File: src/rtl/pipe_stage_reg.sv
// Purpose: parametrised pipeline-stage register with a valid/ready handshake and a 2-entry skid buffer.
// Latency: 1 cycle from accept to dn_valid_o; sustains 1 entry/cycle while dn_ready_i = 1.
// Backpressure: the skid register absorbs one entry; up_ready_o is registered and drops only when both entries are held.
//
// Ports:
//   clk_i, rst_i          clock; synchronous active-high reset
//   flush_i               discard all held entries (branch taken / exception)
//   up_valid_i/up_ready_o upstream handshake; up_data_i/up_ctrl_i upstream payload
//   dn_valid_o/dn_ready_i downstream handshake; dn_data_o/dn_ctrl_o main-entry payload
//   bubble_cnt_o          saturating count of cycles with dn_valid_o = 0
module pipe_stage_reg #(
  parameter int unsigned           DATA_W   = 96,
  parameter int unsigned           CTRL_W   = 8,
  parameter logic [CTRL_W-1:0]     CTRL_RST = '0,
  parameter int unsigned           CNT_W    = 16
) (
  input  logic              clk_i,
  input  logic              rst_i,
  input  logic              flush_i,
  input  logic              up_valid_i,
  output logic              up_ready_o,
  input  logic [DATA_W-1:0] up_data_i,
  input  logic [CTRL_W-1:0] up_ctrl_i,
  output logic              dn_valid_o,
  input  logic              dn_ready_i,
  output logic [DATA_W-1:0] dn_data_o,
  output logic [CTRL_W-1:0] dn_ctrl_o,
  output logic [CNT_W-1:0]  bubble_cnt_o
);

  typedef enum logic [1:0] {
    ST_EMPTY = 2'd0,
    ST_ONE   = 2'd1,
    ST_FULL  = 2'd2
  } state_t;

  state_t              r_state;
  state_t              w_state_nxt;

  logic [DATA_W-1:0]   r_m_data;
  logic [CTRL_W-1:0]   r_m_ctrl;
  logic [DATA_W-1:0]   r_s_data;
  logic [CTRL_W-1:0]   r_s_ctrl;
  logic                r_dn_valid;
  logic                r_up_ready;
  logic [CNT_W-1:0]    r_bubble_cnt;

  logic                w_accept;
  logic                w_take;
  logic                w_m_load_in;
  logic                w_m_load_s;
  logic                w_m_clear;
  logic                w_s_load;

  assign w_accept = up_valid_i & r_up_ready;
  assign w_take   = r_dn_valid & dn_ready_i;

  // Next-state and register-load decisions.
  always_comb begin
    w_state_nxt = r_state;
    w_m_load_in = 1'b0;
    w_m_load_s  = 1'b0;
    w_m_clear   = 1'b0;
    w_s_load    = 1'b0;

    case (r_state)
      ST_EMPTY: begin
        if (w_accept) begin
          w_state_nxt = ST_ONE;
          w_m_load_in = 1'b1;
        end
      end
      ST_ONE: begin
        if (w_accept && w_take) begin
          w_m_load_in = 1'b1;
        end else if (w_accept) begin
          w_state_nxt = ST_FULL;
          w_s_load    = 1'b1;
        end else if (w_take) begin
          w_state_nxt = ST_EMPTY;
          w_m_clear   = 1'b1;
        end
      end
      ST_FULL: begin
        // up_ready_o is low here, so only a take can move the state.
        if (w_take) begin
          w_state_nxt = ST_ONE;
          w_m_load_s  = 1'b1;
        end
      end
      default: begin
        w_state_nxt = ST_EMPTY;
        w_m_clear   = 1'b1;
      end
    endcase

    // Flush wins over any simultaneous accept; a simultaneous take is
    // simply consumed since the entry is gone either way.
    if (flush_i) begin
      w_state_nxt = ST_EMPTY;
      w_m_load_in = 1'b0;
      w_m_load_s  = 1'b0;
      w_s_load    = 1'b0;
      w_m_clear   = 1'b1;
    end
  end

  always_ff @(posedge clk_i) begin
    if (rst_i) begin
      r_state <= ST_EMPTY;
    end else begin
      r_state <= w_state_nxt;
    end
  end

  // Handshake flags are registered from the next state so neither output
  // has a combinational path from dn_ready_i.
  always_ff @(posedge clk_i) begin
    if (rst_i) begin
      r_dn_valid <= 1'b0;
      r_up_ready <= 1'b1;
    end else begin
      r_dn_valid <= (w_state_nxt != ST_EMPTY);
      r_up_ready <= (w_state_nxt != ST_FULL);
    end
  end

  // Main register: the bubble control value is loaded whenever the stage
  // empties, so dn_ctrl_o is a plain register output. Data just holds.
  always_ff @(posedge clk_i) begin
    if (rst_i) begin
      r_m_data <= '0;
      r_m_ctrl <= CTRL_RST;
    end else if (w_m_load_in) begin
      r_m_data <= up_data_i;
      r_m_ctrl <= up_ctrl_i;
    end else if (w_m_load_s) begin
      r_m_data <= r_s_data;
      r_m_ctrl <= r_s_ctrl;
    end else if (w_m_clear) begin
      r_m_ctrl <= CTRL_RST;
    end
  end

  always_ff @(posedge clk_i) begin
    if (rst_i) begin
      r_s_data <= '0;
      r_s_ctrl <= CTRL_RST;
    end else if (w_s_load) begin
      r_s_data <= up_data_i;
      r_s_ctrl <= up_ctrl_i;
    end
  end

  always_ff @(posedge clk_i) begin
    if (rst_i) begin
      r_bubble_cnt <= '0;
    end else if (!r_dn_valid && (r_bubble_cnt != {CNT_W{1'b1}})) begin
      r_bubble_cnt <= r_bubble_cnt + {{(CNT_W-1){1'b0}}, 1'b1};
    end
  end

  assign up_ready_o   = r_up_ready;
  assign dn_valid_o   = r_dn_valid;
  assign dn_data_o    = r_m_data;
  assign dn_ctrl_o    = r_m_ctrl;
  assign bubble_cnt_o = r_bubble_cnt;

endmodule

File: config.mk
export PLATFORM = sky130hd
export DESIGN_NAME = pipe_stage_reg
export DESIGN_NICKNAME = d
export VERILOG_FILES = /design/src/rtl/pipe_stage_reg.sv
export SDC_FILE = /design/constraint.sdc
export NUM_CORES = 1
export LEC_CHECK = 0
export ABC_AREA = 0
export BUFFER_PORTS_ARGS = -buffer_cell sky130_fd_sc_hd__buf_4
export CORE_ASPECT_RATIO = 0.9
export CORE_MARGIN = 4
export CORE_UTILIZATION = 47
export DETAILED_ROUTE_END_ITERATION = 12
export MAX_ROUTING_LAYER = met4
export PLACE_DENSITY = 0.72
export SYNTH_ARGS = -nofsm -noshare
export SYNTH_HDL_FRONTEND = slang
export SYNTH_SLANG_ARGS = --single-unit
File: constraint.sdc
create_clock -name clk_i -period 1.64 [get_ports clk_i]
set_input_delay 0 -clock clk_i [delete_from_list [all_inputs] [get_ports clk_i]]
set_output_delay 0 -clock clk_i [all_outputs]
set_load 0.02 [all_outputs]
# Yosys cells after proc, flatten, opt, wreduce, memory -nomap -nowiden
# Index checks and enable logic that the tools add are counted.
# W data, S select, Z words.
# op_classes
addsub	1
n_reduce_logical	8
n_eq_ne	4
bitwise	2
muxes	26
# ops
cell	count
$mux W96	2
$mux W8	3
$add A16 B1 Y16 const B	1
$ne A16 B16 Y1 const B	1
$mux W1	12
$mux W2	6
$pmux W2 S3	1
$pmux W1 S2	2
$reduce_bool A2 Y1	2
$reduce_bool A3 Y1	1
$and A1 B1 Y1	2
$eq A2 B1 Y1 const B	1
$eq A2 B2 Y1 const B	1
$logic_and A1 B1 Y1	2
$logic_not A2 Y1	1
$ne A2 B2 Y1 const B	1
$reduce_or A2 Y1	1
$logic_not A1 Y1	1
# word_totals
word_cells	49
input_bits	109
register_bits	228
out_inout_bits	122

# Logic depth before layout (Yosys ltp)
# Gate-level depths: netlist (run 1).
# depth
word_depth	9
mapped_depth	8
mapped_depth_nobuf	5

# Worst setup path before layout (run 1)
# OpenSTA, ideal clock, no wires.
# synth_timing
path_kind	reg2reg
startpoint	register r_bubble_cnt[0] (netlist: bubble_cnt_o[0])
endpoint	register r_bubble_cnt[14] (netlist: bubble_cnt_o[14])
path_buffers	0
slack_ps	-325
period_less_slack_ps	1965
path_stages_with_launch	6
required_time_ps	1570
t_arrival_ps	1894
cell_sequence	dfxtp_1 ha_1 nand3_2 or3_1 or4_1 a21oi_1
# synth_between
elab_chain_len	2
# synth_lines
item	line_no	source
start, declared	46	logic [CNT_W-1:0] r_bubble_cnt;
start signal, assigned	159	r_bubble_cnt <= r_bubble_cnt + {{(CNT_W-1){1'b0}}, 1'b1};
parallel branches: the longest is 2 deep, another holds $add A16 B1 Y16	-	
# Several ways; the timed one is not identified.
# A chain may end at the register's enable or synchronous reset.

# Worst setup path in the final report (run 1)
# layout_timing
startpoint	register r_bubble_cnt[1] (netlist: bubble_cnt_o[1])
endpoint	register r_bubble_cnt[14] (netlist: bubble_cnt_o[14])
# Same word-level chain as after synthesis.

==> flow_summary.ini, run 1 <==
[status]
run_status = completed

[setup_path]
worst_path_dominant_cell_family = simple AND/OR/NAND/NOR gates
timing.critical_path.fanout_max = 4
crit_path_start_kind = register
crit_path_cell_trace = ha_4, nand3_4, or3_4, or4_4, a21oi_2
cp_slowest_stage_delay_ns = 0.49
timing_worst_setup_path_type = register to register
kind_of_end_point_of_the_critical_path = register
worst_ep_required_time_ns = 2.08
critical_path_buf_inv_count = 0
cp_max_delay_cell = sky130_fd_sc_hd__or4_4
cp_data_arrival_time_ns = 2.07

[routing]
met3RoutedLength_mm = 1.54
detail_route.wirelength.met1_mm = 10.9
first_pass_iters = 6
wirelength_mm = 26.0
ant_nets = 0
routed.top_layer = met4
met2WireLength_mm = 12.8
vias = 8759
route.detailed.drc = 0
avgViaCountPerCell = 5.40
detailed_route_wire_length_per_cell_um = 16.0
dr.first_iter.drc_count = 600

[sta]
layout_worst_path_cycle_share_pct = 99.2
setup_total_negative_slack_ns = 0
worst-slew-pin-transition_ns = 0.510
fmax_mhz = 614
rsz0062_at_grt = yes
max_slew_margin_pct = 66.0
fin_hold_ws_ns = 0.0784
finalClockSkew_ns = 0.0157
layout_min_cycle_time_ns = 1.63
drv_slew = 0
setup_violations = 0
worst_path_setup_slack_after_routing_ns = 0.0123
hold_violations = 0

[place]
dp_worst_setup_slack_ns = -0.0784
number_of_buffers_added_on_ports = 230
numPlacedInstances = 1461
post-dp-hpwl_mm = 15.0
gp_routability_congestion = 0.818

[synth]
ys_types = 42
simple_logic_cell_fraction_of_the_synthesized_area_pct = 17.6
synth-compound-area-share_pct = 24.0
dominant_cell_by_count_in_the_synthesized_netlist = sky130_fd_sc_hd__nand2_1
yosys_warnings = 0
main_combinational_cell_family_by_area_after_synthesis = compound AO/OA/AOI/OAI gates
post-synth-top-area-fraction_pct = 53.2
synth_area_leader_cell = sky130_fd_sc_hd__dfxtp_1
sequential_element_share_of_the_synthesized_area_pct = 53.2
edff_count_synth = 0
post_synth_mux_area_share_pct = 0.379
post_synth_most_frequent_cells = sky130_fd_sc_hd__nand2_1, sky130_fd_sc_hd__dfxtp_1, sky130_fd_sc_hd__a21oi_1
synthesis.nets = 1147
postSynthAreaPerCell_um2 = 8.28
synth_top_area_cells = sky130_fd_sc_hd__dfxtp_1, sky130_fd_sc_hd__nand2_1, sky130_fd_sc_hd__a21oi_1
yosys.area_share.adder_pct = 0.146
synth_async_reset_ratio_pct = 0
ys_dominant_reg_cell = sky130_fd_sc_hd__dfxtp_1
syn-cell-area_um2 = 8590
fraction_of_synthesized_cell_area_in_xor_and_xnor_cells_pct = 0.204
netlist_instances = 1037
yosys_register_bits = 228

[clock_network]
clock_tree.buffer_depth = 3
cts_made_buffers = 24
clk_root_buffer_cell = sky130_fd_sc_hd__clkbuf_16
cts_tree = yes
cts.htree.levels = 1
clock_insertion_delay_worst_skew_ns = 0.51
cts.clk_slew.worst_paths_ns = 0.06
numClockSinks = 228

[die]
core.rowCount = 46
floorplan.die_area_um2 = 20500
chipHeight_um = 136
design.portCount = 231
floorplan.die.width_um = 150
initial_utilization_pct = 48.3
core_area_um2 = 17800

[pwr]
finalPower_mw = 12.5
ir_drop_mv = 0.704
power-per-cell-area_nw_per_um2 = 970
reported_leakage_power_nw = 5.01

[layout]
post_route_cells_drive_above_1_share_pct = 25.8
final-seq-area_um2 = 4610
final-instance-count-excl-fill = 1622
layout-area-overhead-vs-synth_pct = 50.4
multi_input_comb_area_um2 = 3760
diodes = 0
final_net_count = 1478
n_fill_cell = 1356

[flow_run]
max_cap_violations = 0

[grt]
grt_pass1_wl_mm = 39.8
grt_overflow_total = 0
grtUsageTotal_pct = 24.2
antenna_violations_before_repair = 0
grt_start_max_net_pins = 66
number_of_global_route_vias_before_repair = 7974

[hold_path]
hold_path_class = primary input to register
-- stage by stage --
stage / cell area, um^2 / utilization, %
3_5_place_dp: 10900 / 61.0
6_report: 12900 / 72.6
3_3_place_gp: 10900 / 61.0
4_1_cts: 12800 / 71.9
5_1_grt: 12900 / 72.6
2_1_floorplan: 8660 / -
-- cells by family after synthesis --
| logic type | Yosys count |
|---|---|
| AND/OR/NAND/NOR | 367 |
| adder cells (fa/ha/maj) | 1 |
| flip-flops | 228 |
| AO/OA/AOI/OAI | 346 |
| XOR/XNOR | 2 |
| multiplexers | 3 |
| buffers and inverters | 90 |
-- sequential cells by signal (all words and copies together), names as in the netlist --
name          flops
dn_data_o        96
r_s_data         96
bubble_cnt_o     16
dn_ctrl_o         8
r_s_ctrl          8
r_state           2
dn_valid_o        1
up_ready_o        1
-- report_power, final --
part / switching, mW / internal, mW
clock network: 2.12 / 3.09
logic: 0.760 / 0.752
registers: 0.108 / 5.70
total: 2.98 / 9.54
-- final cells by class --
type | count | share of cell area [%]
Tap cell | 240 | 2.33
Timing Repair Buffer | 390 | 26.8
Clock buffer | 37 | 5.74
Inverter | 5 | 0.145
Multi-Input combinational cell | 719 | 29.1
Sequential cell | 228 | 35.7
Clock inverter | 3 | 0.165
-- placed cells by master, fill, tap and decap left out, types with 8 or more instances in the layout --
cell                            Yosys  routed
sky130_fd_sc_hd__a21oi_1          223     221
sky130_fd_sc_hd__a22oi_1           96      96
sky130_fd_sc_hd__a32oi_1            8       8
sky130_fd_sc_hd__buf_12             0      16
sky130_fd_sc_hd__buf_4              5     261
sky130_fd_sc_hd__clkbuf_16          0      26
sky130_fd_sc_hd__dfxtp_1          228     214
sky130_fd_sc_hd__dfxtp_4            0      11
sky130_fd_sc_hd__dlygate4sd3_1      0     108
sky130_fd_sc_hd__nand2_1          317     316
-- worst paths after layout --
check	start	end	slack [ns]	depth (start not counted)
worst max-delay path	bubble_cnt_o[1]	bubble_cnt_o[14]	0.01	5
worst min register to register	r_s_ctrl[0]	dn_ctrl_o[0]	0.45	2
worst max register to register	bubble_cnt_o[1]	bubble_cnt_o[14]	0.01	5
worst min-delay path	up_valid_i	r_state[1]	0.08	5
-- worst register-to-register path, stage by stage (launching register included) --
cell and delay (ns):
sky130_fd_sc_hd__dfxtp_4 0.37, sky130_fd_sc_hd__ha_4 0.15, sky130_fd_sc_hd__nand3_4 0.09, sky130_fd_sc_hd__or3_4 0.35, sky130_fd_sc_hd__or4_4 0.49, sky130_fd_sc_hd__a21oi_2 0.12
-- timing repair --
action                     CTS  global route
hold buffers               108             0
gates cloned                 1             1
hold endpoints to repair   227             0
buffers inserted             4             7
pin swaps                    4             8
setup endpoints to repair   51            57
gates resized for setup      8            15
-- layer usage --
metal,GRT usage (%),up-vias
li1,-,4263
met1,30.9,4119
met2,39.1,313
met3,3.60,64
met4,8.79,0
met5,-,-
Power figures use the tool's default switching activity.
==> inputs of run 2 (changes only) <==
- CORE_UTILIZATION: 47 -> 49
- CTS_BUF_LIST: not set -> sky130_fd_sc_hd__clkbuf_4
- PLACE_DENSITY: 0.72 -> 0.75
==> flow_summary.ini, run 2 (synthesis results as in run 1) <==
[die]
design.portCount = 231
floorplan.die_area_um2 = 19700
floorplan.die.width_um = 148
core_area_um2 = 17100
initial_utilization_pct = 50.3
chipHeight_um = 134
core.rowCount = 45

[clock_network]
clk_root_buffer_cell = sky130_fd_sc_hd__clkbuf_4
cts_made_buffers = 55
holdBufCountCts = 109
clock_insertion_delay_worst_skew_ns = 0.66
numClockSinks = 228
cts.clk_slew.worst_paths_ns = 0.07
cts.htree.levels = 2
clock_tree.buffer_depth = 3
cts_tree = yes

[grt]
grt_pass1_wl_mm = 42.7
grt_overflow_total = 0
grtUsageTotal_pct = 26.5
grt_start_max_net_pins = 85
antenna_violations_before_repair = 1
number_of_global_route_vias_before_repair = 8599

[pwr]
ir_drop_mv = 0.524
comb_power_share_pct = 13.4
reported_leakage_power_nw = 5.13
p_seq_share_pct = 49.5
power_switching_mw = 3.08
power-per-cell-area_nw_per_um2 = 902
clkPwrFrac_pct = 37.0
power_switching_share_pct = 26.3
power_report.internal_total_mw = 8.64

[layout]
final_net_count = 1525
final-instance-count-excl-fill = 1687
most-common-layout-cells = sky130_fd_sc_hd__nand2_1, sky130_fd_sc_hd__buf_4, sky130_fd_sc_hd__a21oi_1
n_fill_cell = 1193
layout-area-overhead-vs-synth_pct = 51.3
mostFrequentLayoutCell = sky130_fd_sc_hd__nand2_1
final_util_pct = 76.1
post_route_cells_drive_above_1_share_pct = 28.7

[routing]
first_pass_iters = 5
ant_nets = 0
avgViaCountPerCell = 5.43
detailed_route_wire_length_per_cell_um = 16.7
route.detailed.drc = 0
wirelength_mm = 28.1
vias = 9160
dr.first_iter.drc_count = 821

[hold_path]
hold_path_class = primary input to register
hold_start = rst_i
worst_hold_path.num_cells = 2

[setup_path]
timing.critical_path.mode_cell = sky130_fd_sc_hd__buf_4
crit_path_start = bubble_cnt_o[1]
timing.critical_path.fanout_max = 6
kind_of_end_point_of_the_critical_path = register
worst_r2r_path_depth = 6
cp_slowest_stage_delay_ns = 0.39
cp_max_delay_cell = sky130_fd_sc_hd__or3_4
timing_worst_setup_path_type = register to register
crit_path_start_kind = register
cp_data_arrival_time_ns = 2.19
worst_r2r_startpoint = bubble_cnt_o[1]
crit_path_cell_trace = buf_4, nand4_2, or3_4, buf_4, o31ai_1, a21oi_1
worst_ep_required_time_ns = 2.15

[place]
post-dp-hpwl_mm = 15.4
numPlacedInstances = 1460
gp_routability_congestion = 0.833
number_of_buffers_added_on_ports = 230
dp_worst_setup_slack_ns = -0.0742

[sta]
layout_worst_path_cycle_share_pct = 103
setup_total_negative_slack_ns = -0.0585
worst-slew-pin-transition_ns = 0.681
worst_path_setup_slack_after_routing_ns = -0.0427
finalClockSkew_ns = 0.0234
setup_violations = 2
layout_min_cycle_time_ns = 1.68
drv_slew = 0
max_slew_margin_pct = 54.6
rsz0062_at_grt = yes
hold_violations = 74
fin_hold_ws_ns = -0.203
fmax_mhz = 594

[status]
run_status = complete, but fails checks
violations = negative hold slack, negative setup slack

[flow_run]
max_cap_violations = 0
[run 2: cell types whose count changed in the layout (fill, tap and decap cells not counted), moves of 5 or more]
| cell | before | now |
|---|---|---|
| sky130_fd_sc_hd__clkbuf_8 | 7 | 0 |
| sky130_fd_sc_hd__clkbuf_4 | 0 | 78 |
| sky130_fd_sc_hd__buf_4 | 261 | 270 |
| sky130_fd_sc_hd__clkbuf_1 | 5 | 0 |
| sky130_fd_sc_hd__clkinv_1 | 0 | 14 |
| sky130_fd_sc_hd__clkbuf_16 | 26 | 6 |
[run 2: layout make-up]
cell class	instances	area, um^2	share of cell area (%)
sequential	228	4610	35.5
multi-input combinational	719	3770	29.1
clock inverter	14	52.6	0.405
tap	235	294	2.26
antenna	2	5.00	0.0385
clock buffer	78	586	4.51
timing repair buffer	406	3650	28.1
inverter	5	18.8	0.144
[run 2: worst max-delay path, delay by kind of cell (launching register included)]
family,cells,cell delay [ns]
buf+inv,2,0.28
flops,1,0.36
compound gates,2,0.39
simple gates,2,0.50
[run 2: final timing paths]
kind / endpoint / slack (ns)
max reg2reg: bubble_cnt_o[15] / -0.04
min reg2reg: dn_ctrl_o[5] / 0.45
min: bubble_cnt_o[14] / -0.20
max: bubble_cnt_o[15] / -0.04
[run 2: what timing repair did]
item,CTS,global route
buffers inserted,6,10
resized for setup,6,20
pin swaps,4,10
endpoints found under the hold margin,228,74
cloned,1,7
endpoints found under the setup margin,51,187
[run 2: layer usage]
metal | wire length (um) | track usage [%] | vias up
met1 | 11400 | 32.6 | 4303
met4 | 861 | 10.9 | 0
met2 | 13900 | 43.4 | 405
met3 | 2010 | 4.66 | 75
met5 | 0 | - | -
li1 | - | - | 4377
[run 2: per-stage QoR]
stage | hold slack (ns) | instance area (um^2) | total power [mW]
global placement | 0.248 | 10900 | 7.15
CTS | -0.238 | 12700 | 11.7
global route | -0.209 | 13000 | 12.2
floorplan | 0.0785 | 8660 | 6.52
finish | -0.203 | 13000 | 11.7
detailed placement | 0.252 | 10900 | 7.17
[run 2: power groups by stage]
stage                     Sequential, mW  Combinational [mW]  Clock (mW)
after floorplan                     6.07               0.444           0
after global placement              5.93                1.23           0
after detailed placement            5.93                1.24           0
after CTS                           5.80                1.47        4.42
after global routing                5.82                1.68        4.75
final                               5.81                1.57        4.34
